==> src/rtl/pipe_stage_reg.sv <==
// ============================================================================
//  Module   : pipe_stage_reg
//  Purpose  : Valid/ready pipeline stage register with flush, rdy freeze, x0
//             write suppression and NOP presentation when empty. The optional
//             2-entry skid buffer (registered in_ready) is enabled by defining
//             PIPE_STAGE_SKID_EN.
//  Revision : 1.0 - initial release
// ============================================================================
`default_nettype none

module pipe_stage_reg #(
  parameter int                 DATA_W   = 128,
  parameter int                 ADDR_W   = 5,
  parameter logic [DATA_W-1:0]  NOP_DATA = {DATA_W{1'b0}}
) (
  input  logic              clk,
  input  logic              rst,
  input  logic              rdy,
  input  logic              flush,
  input  logic              in_valid,
  output logic              in_ready,
  input  logic [DATA_W-1:0] in_data,
  input  logic [ADDR_W-1:0] in_w_addr,
  input  logic              in_w_req,
  output logic              out_valid,
  input  logic              out_ready,
  output logic [DATA_W-1:0] out_data,
  output logic [ADDR_W-1:0] out_w_addr,
  output logic              out_w_req,
  output logic [1:0]        count
);

  logic              r_main_valid;
  logic [DATA_W-1:0] r_main_data;
  logic [ADDR_W-1:0] r_main_addr;
  logic              r_main_wreq;

  logic              w_cap_wreq;
  logic              w_in_xfer;
  logic              w_out_xfer;

  // A write to x0 is dropped at capture so it can never reach the register file.
  assign w_cap_wreq = in_w_req & (in_w_addr != '0);
  assign w_in_xfer  = rdy & in_valid & in_ready & ~flush;
  assign w_out_xfer = rdy & r_main_valid & out_ready;

  assign out_valid  = r_main_valid;
  assign out_data   = r_main_data;
  assign out_w_addr = r_main_addr;
  assign out_w_req  = r_main_wreq;

`ifdef PIPE_STAGE_SKID_EN
  logic              r_skid_valid;
  logic [DATA_W-1:0] r_skid_data;
  logic [ADDR_W-1:0] r_skid_addr;
  logic              r_skid_wreq;

  // Skid valid implies main valid, so it alone marks the full state.
  assign in_ready = ~rst & rdy & ~r_skid_valid;
  assign count    = {r_skid_valid, r_main_valid & ~r_skid_valid};

  always_ff @(posedge clk) begin
    if (rst) begin
      r_main_valid <= 1'b0;
      r_main_data  <= NOP_DATA;
      r_main_addr  <= '0;
      r_main_wreq  <= 1'b0;
      r_skid_valid <= 1'b0;
      r_skid_data  <= NOP_DATA;
      r_skid_addr  <= '0;
      r_skid_wreq  <= 1'b0;
    end else if (rdy) begin
      if (flush) begin
        r_main_valid <= 1'b0;
        r_main_data  <= NOP_DATA;
        r_main_addr  <= '0;
        r_main_wreq  <= 1'b0;
        r_skid_valid <= 1'b0;
        r_skid_data  <= NOP_DATA;
        r_skid_addr  <= '0;
        r_skid_wreq  <= 1'b0;
      end else if (r_skid_valid) begin
        if (w_out_xfer) begin
          r_main_data  <= r_skid_data;
          r_main_addr  <= r_skid_addr;
          r_main_wreq  <= r_skid_wreq;
          r_skid_valid <= 1'b0;
          r_skid_data  <= NOP_DATA;
          r_skid_addr  <= '0;
          r_skid_wreq  <= 1'b0;
        end
      end else if (r_main_valid) begin
        if (w_out_xfer && w_in_xfer) begin
          r_main_data <= in_data;
          r_main_addr <= in_w_addr;
          r_main_wreq <= w_cap_wreq;
        end else if (w_out_xfer) begin
          r_main_valid <= 1'b0;
          r_main_data  <= NOP_DATA;
          r_main_addr  <= '0;
          r_main_wreq  <= 1'b0;
        end else if (w_in_xfer) begin
          r_skid_valid <= 1'b1;
          r_skid_data  <= in_data;
          r_skid_addr  <= in_w_addr;
          r_skid_wreq  <= w_cap_wreq;
        end
      end else if (w_in_xfer) begin
        r_main_valid <= 1'b1;
        r_main_data  <= in_data;
        r_main_addr  <= in_w_addr;
        r_main_wreq  <= w_cap_wreq;
      end
    end
  end
`else
  assign in_ready = ~rst & rdy & (~r_main_valid | out_ready);
  assign count    = {1'b0, r_main_valid};

  always_ff @(posedge clk) begin
    if (rst) begin
      r_main_valid <= 1'b0;
      r_main_data  <= NOP_DATA;
      r_main_addr  <= '0;
      r_main_wreq  <= 1'b0;
    end else if (rdy) begin
      if (flush) begin
        r_main_valid <= 1'b0;
        r_main_data  <= NOP_DATA;
        r_main_addr  <= '0;
        r_main_wreq  <= 1'b0;
      end else if (w_in_xfer) begin
        r_main_valid <= 1'b1;
        r_main_data  <= in_data;
        r_main_addr  <= in_w_addr;
        r_main_wreq  <= w_cap_wreq;
      end else if (w_out_xfer) begin
        r_main_valid <= 1'b0;
        r_main_data  <= NOP_DATA;
        r_main_addr  <= '0;
        r_main_wreq  <= 1'b0;
      end
    end
  end
`endif

endmodule

`default_nettype wire

==> config.mk <==
export PLATFORM = sky130hd
export DESIGN_NAME = pipe_stage_reg
export DESIGN_NICKNAME = d
export VERILOG_FILES = /design/src/rtl/pipe_stage_reg.sv
export SDC_FILE = /design/constraint.sdc
export NUM_CORES = 1
export LEC_CHECK = 0
export ABC_AREA = 1
export CAP_MARGIN = 20
export CORE_UTILIZATION = 34
export DETAILED_ROUTE_END_ITERATION = 16
export PLACE_DENSITY = 0.77
export SYNTH_ARGS = -nofsm -noshare
export SYNTH_HDL_FRONTEND = slang
export SYNTH_SLANG_ARGS = --single-unit
==> constraint.sdc <==
create_clock -name clk -period 1.5 [get_ports clk]
set_input_delay 0.375 -clock clk [delete_from_list [all_inputs] [get_ports clk]]
set_output_delay 0.375 -clock clk [all_outputs]
set_load 0.02 [all_outputs]
==> summary by stage <==
Outcome
The flow ran to the end, and the final reports show no timing, DRC or antenna violations.

STA
The ratio of final minimum period to clock period is 0.9793. The max-slew headroom at the worst pin is 0.6519. The final hold violation count is 0.

Summed over all failing endpoints, the final setup total negative slack is 0 ns. For the pin with the worst max-slew slack, the measured transition is about 0.52 ns. The max-slew violation total from the final report is 0. Setup repair after global routing could not meet its margin everywhere.

The number of setup violations in the final report is 0. The largest clock skew in the final design is around 0.005 ns. For this run, the top clock speed supported by timing is 680.7 MHz.

The clock period minus final worst setup slack is 1.469 ns.

Drt
The detailed-route via count is 5013. The final layout contains routed wiring with a total length of ~16000 microns. In the routed design, unresolved DRC markers number 0.

Dividing the detail-routed via count by the number of cells gives roughly 4.6. The count of nets left with antenna violations once routing finished came out at 0. The number of violations reported at the end of detailed-routing iteration 0 is 243. The routed wirelength normalized by instance count is 14.95 microns. The pre-antenna-repair detailed-routing pass consisted of 4 iterations.

Synthesis
The fraction of registers with async set or reset after synthesis is 0. The number of nets in the synthesized netlist is about 740. Of the total synthesized cell area, the portion taken by full adders, half adders and majority gates is 0. The post-synthesis compound-gate area fraction is 0.1440. In the post-synthesis netlist, the biggest area contributors are sky130_fd_sc_hd__dfxtp_1 (57%), sky130_fd_sc_hd__nand2_1 (22%), sky130_fd_sc_hd__a21oi_1 (14%). In this run, synthesis inferred 0 flip-flops with an integrated enable. By area, the combinational part of the netlist is dominated by simple AND/OR/NAND/NOR gates. After synthesis, the most frequently instantiated cells are sky130_fd_sc_hd__nand2_1 (272), sky130_fd_sc_hd__a21oi_1 (135), sky130_fd_sc_hd__dfxtp_1 (135). The cell taking the most area after synthesis is sky130_fd_sc_hd__dfxtp_1.

For this run, the number of Yosys warnings is 0. The most instantiated flip-flop cell in the synthesis netlist is sky130_fd_sc_hd__dfxtp_1. The synthesized-area fraction occupied by xor and xnor cells is 0. Measured against the total synthesized area, the mux share comes to 0. The flip-flop and latch count after synthesis is ~140. The number of different library cells in the post-synthesis netlist is 19. The portion of synthesized cell area occupied by the leading cell type is 0.5717. Dividing the synthesized area by the synthesized cell count gives between 7 and 8 sq um. Synthesis produced approximately 600 cells. The most common cell in the synthesized netlist is sky130_fd_sc_hd__nand2_1. The fraction of the mapped netlist area in simple logic gates is 0.2276. The proportion of synthesized chip area in sequential cells is 0.5717. The cell area after technology mapping is 0.004727 sq mm.

Pwr
Power spread over the standard cell area amounts to 1066 mW/mm^2. The reported leakage power is around 3.4 nW. Summing internal, switching and leakage power gives around 9.2 mW. Across the VDD grid, the largest voltage drop is approximately 0.66 mV.

Final layout
The fill cell total of the finished layout is about 1200. The repair_antennas step left the layout with diodes totalling 0. The fraction of layout cells with a size suffix above 1 is 0.1138. The layout-stage area growth over the synthesis result is 82.66%. The final instance count without filler cells is ~1100.

The final net count is 1032.

Die
The die is 119.9 microns wide. The number of top-level pins is ~280. The y dimension of the die is 119.9 microns.

The standard-cell row count is 42. The die area is 0.01438 sq mm. The starting density of the core is 0.3528.

The total core area is roughly 0.013 sq mm.

Setup path
The largest individual stage delay along the critical path comes from the cell sky130_fd_sc_hd__dlygate4sd2_1. Walking the worst path, the cells encountered are dlygate4sd2_1. The family of cells with the greatest summed delay on the critical path is buffers and inverters. The data arrival time at the worst-slack endpoint is approximately 1.1 ns.

The required time of the critical path is about 1.1 ns. The critical path buffer and inverter count is 1. The kind of end point of the critical path is an output port.

The worst register-to-register path has a setup slack of approximately 0.060 ns. STA classifies the critical path startpoint as a flip-flop. Measured in cells, the most critical reg-to-reg path has a length of 9. In this design, the stage delay of the slowest critical-path cell is 0.36 ns. The type of the worst setup path is flip-flop to output port.

The top fanout value on the critical path is 2. The worst register-to-register path ends at out_w_addr[3]$_SDFFE_PP0P_. The launching point of the worst reg2reg path is out_valid$_SDFFE_PP0P_.

Place
Routability-driven placement finished with a final weighted congestion of approximately 0.78. The total of buffers placed on input and output ports is approximately 280. The placed cell count is a little over 1000.

The half-perimeter wire length after placement is about 10000 microns.

GRT
Across every metal layer, demand over resource in global routing totals 0.2105. Entering global routing, the biggest net connects 49 pins. The number of antenna violations at the first check in global routing is 0.

The via count of the first global-routing pass came to between 4000 and 5000. The global-route wire length before repair is about 24000 microns. For this run the aggregate overflow at the end of global routing stands at 0.

Clock tree
The H-tree was split into 4 levels. Clock tree synthesis inserted a total of 17 buffers. At the later pin of the worst-skew pair, clock insertion delay measures between 0.4 and 0.5 ns.

The clock net in this run drives a total of between 100 and 150 sinks. The CTS tree is done. CTS placed an instance of sky130_fd_sc_hd__clkbuf_16 at the clock tree root. The number of buffers on the longest clock path is 2. After clock tree synthesis, the clock-pin slew on the worst setup and hold paths is 0.06 ns.

Worst hold path
The worst hold path startpoint is out_data[29]$_SDFFE_PP0P_. The path class of the tightest hold or removal check is flip-flop to flip-flop. Along the worst hold path, the cell count comes to 2.

The path with the worst hold slack has its endpoint at out_data[29]$_SDFFE_PP0P_.

Run
The reported max-cap violation count is 0.
cells in the final DEF (no fill, tap or decap), types with 3 or more instances in the layout:
cell	synthesis	layout
sky130_fd_sc_hd__nand2_2	1	3
sky130_fd_sc_hd__buf_4	5	19
sky130_fd_sc_hd__clkdlybuf4s50_1	0	136
sky130_fd_sc_hd__a21oi_2	0	4
sky130_fd_sc_hd__bufinv_16	0	5
sky130_fd_sc_hd__clkbuf_16	0	23
sky130_fd_sc_hd__clkdlybuf4s15_1	0	71
sky130_fd_sc_hd__clkinv_2	0	4
sky130_fd_sc_hd__a21oi_1	135	131
sky130_fd_sc_hd__buf_12	0	10
sky130_fd_sc_hd__nand2_1	272	269
sky130_fd_sc_hd__clkbuf_2	0	12
sky130_fd_sc_hd__dlygate4sd2_1	0	52
sky130_fd_sc_hd__buf_6	6	4
sky130_fd_sc_hd__inv_1	3	3
sky130_fd_sc_hd__dfxtp_1	135	134
power by group:
group | leakage, nW | internal (mW) | total [mW] | switching (mW)
clock | 0.313 | 2.98 | 4.53 | 1.55
sequential | 1.09 | 3.65 | 3.68 | 0.0312
combinational | 2.03 | 0.555 | 0.991 | 0.435
total | 3.43 | 7.19 | 9.20 | 2.01
per-stage QoR:
step	hold WS (ns)	worst slack (ns)	util	cell area, sq um
after floorplan	0.5222	0.04185	-	4727
after global placement	0.4470	-0.7324	0.5805	7779
after detailed placement	0.4511	-0.7308	0.5805	7779
after CTS	0.4578	0.002607	0.6232	8351
after global routing	0.4686	-0.01342	0.6444	8635
final	0.4556	0.03101	0.6444	8635
worst max-delay path by stage:
stage	depth (start not counted)	from	to
after global routing	1	out_data[91]$_SDFFE_PP0P_	out_data[91]
after global placement	5	rdy	in_ready
after floorplan	9	rst	out_data[100]$_SDFFE_PP0P_
after CTS	1	out_data[57]$_SDFFE_PP0P_	out_data[57]
after detailed placement	5	rdy	in_ready
final	1	out_data[29]$_SDFFE_PP0P_	out_data[29]
logic make-up (layout without fill, tap and decap cells):
group,after synthesis,after routing
DFF,135,135
and+or+nand+nor,280,281
buffers and inverters,49,352
AOI/OAI and AO/OA,136,136
other,1,1
area by class of cell:
cell class / instances / area [sq um] / area share
timing repair buffer: 316 / 3227 / 0.3737
sequential: 135 / 2704 / 0.3131
multi-input combinational: 418 / 1823 / 0.2111
clock buffer: 19 / 442.9 / 0.05130
tap: 176 / 220.2 / 0.02550
clock inverter: 13 / 202.7 / 0.02347
inverter: 4 / 15.01 / 0.001739
flip-flops by register name (all words and copies together) (netlist names):
name and cells:
out_data 128, out_w_req 1, out_w_addr 5, out_valid 1
timing repair:
action                                  in CTS  in global routing
endpoints found under the hold margin        0                  0
endpoints found under the setup margin     217                129
hold buffers                                 0                  0
setup buffers                                1                  2
pin swaps                                    2                  7
gates cloned                                 2                  9
gates resized for setup                    166                 96
worst register-to-register path, stage by stage (launching register included):
cell                        delay, ns
sky130_fd_sc_hd__dfxtp_2         0.32
sky130_fd_sc_hd__nand2_2         0.06
sky130_fd_sc_hd__buf_6           0.10
sky130_fd_sc_hd__nand3_4         0.08
sky130_fd_sc_hd__nor2_4          0.12
sky130_fd_sc_hd__buf_12          0.13
sky130_fd_sc_hd__buf_12          0.13
sky130_fd_sc_hd__bufbuf_16       0.26
sky130_fd_sc_hd__nand2_1         0.06
sky130_fd_sc_hd__a21oi_2         0.12
layer usage:
| metal | track usage | vias to the layer above | wire length, microns |
|---|---|---|---|
| li1 | - | 2504 | - |
| met1 | 0.2261 | 2243 | 6537 |
| met2 | 0.3502 | 236 | 7628 |
| met3 | 0.09363 | 30 | 1656 |
| met4 | 0.1031 | 0 | 342 |
| met5 | 0 | - | 0 |
Note: power is estimated with default switching activity, not from simulation.
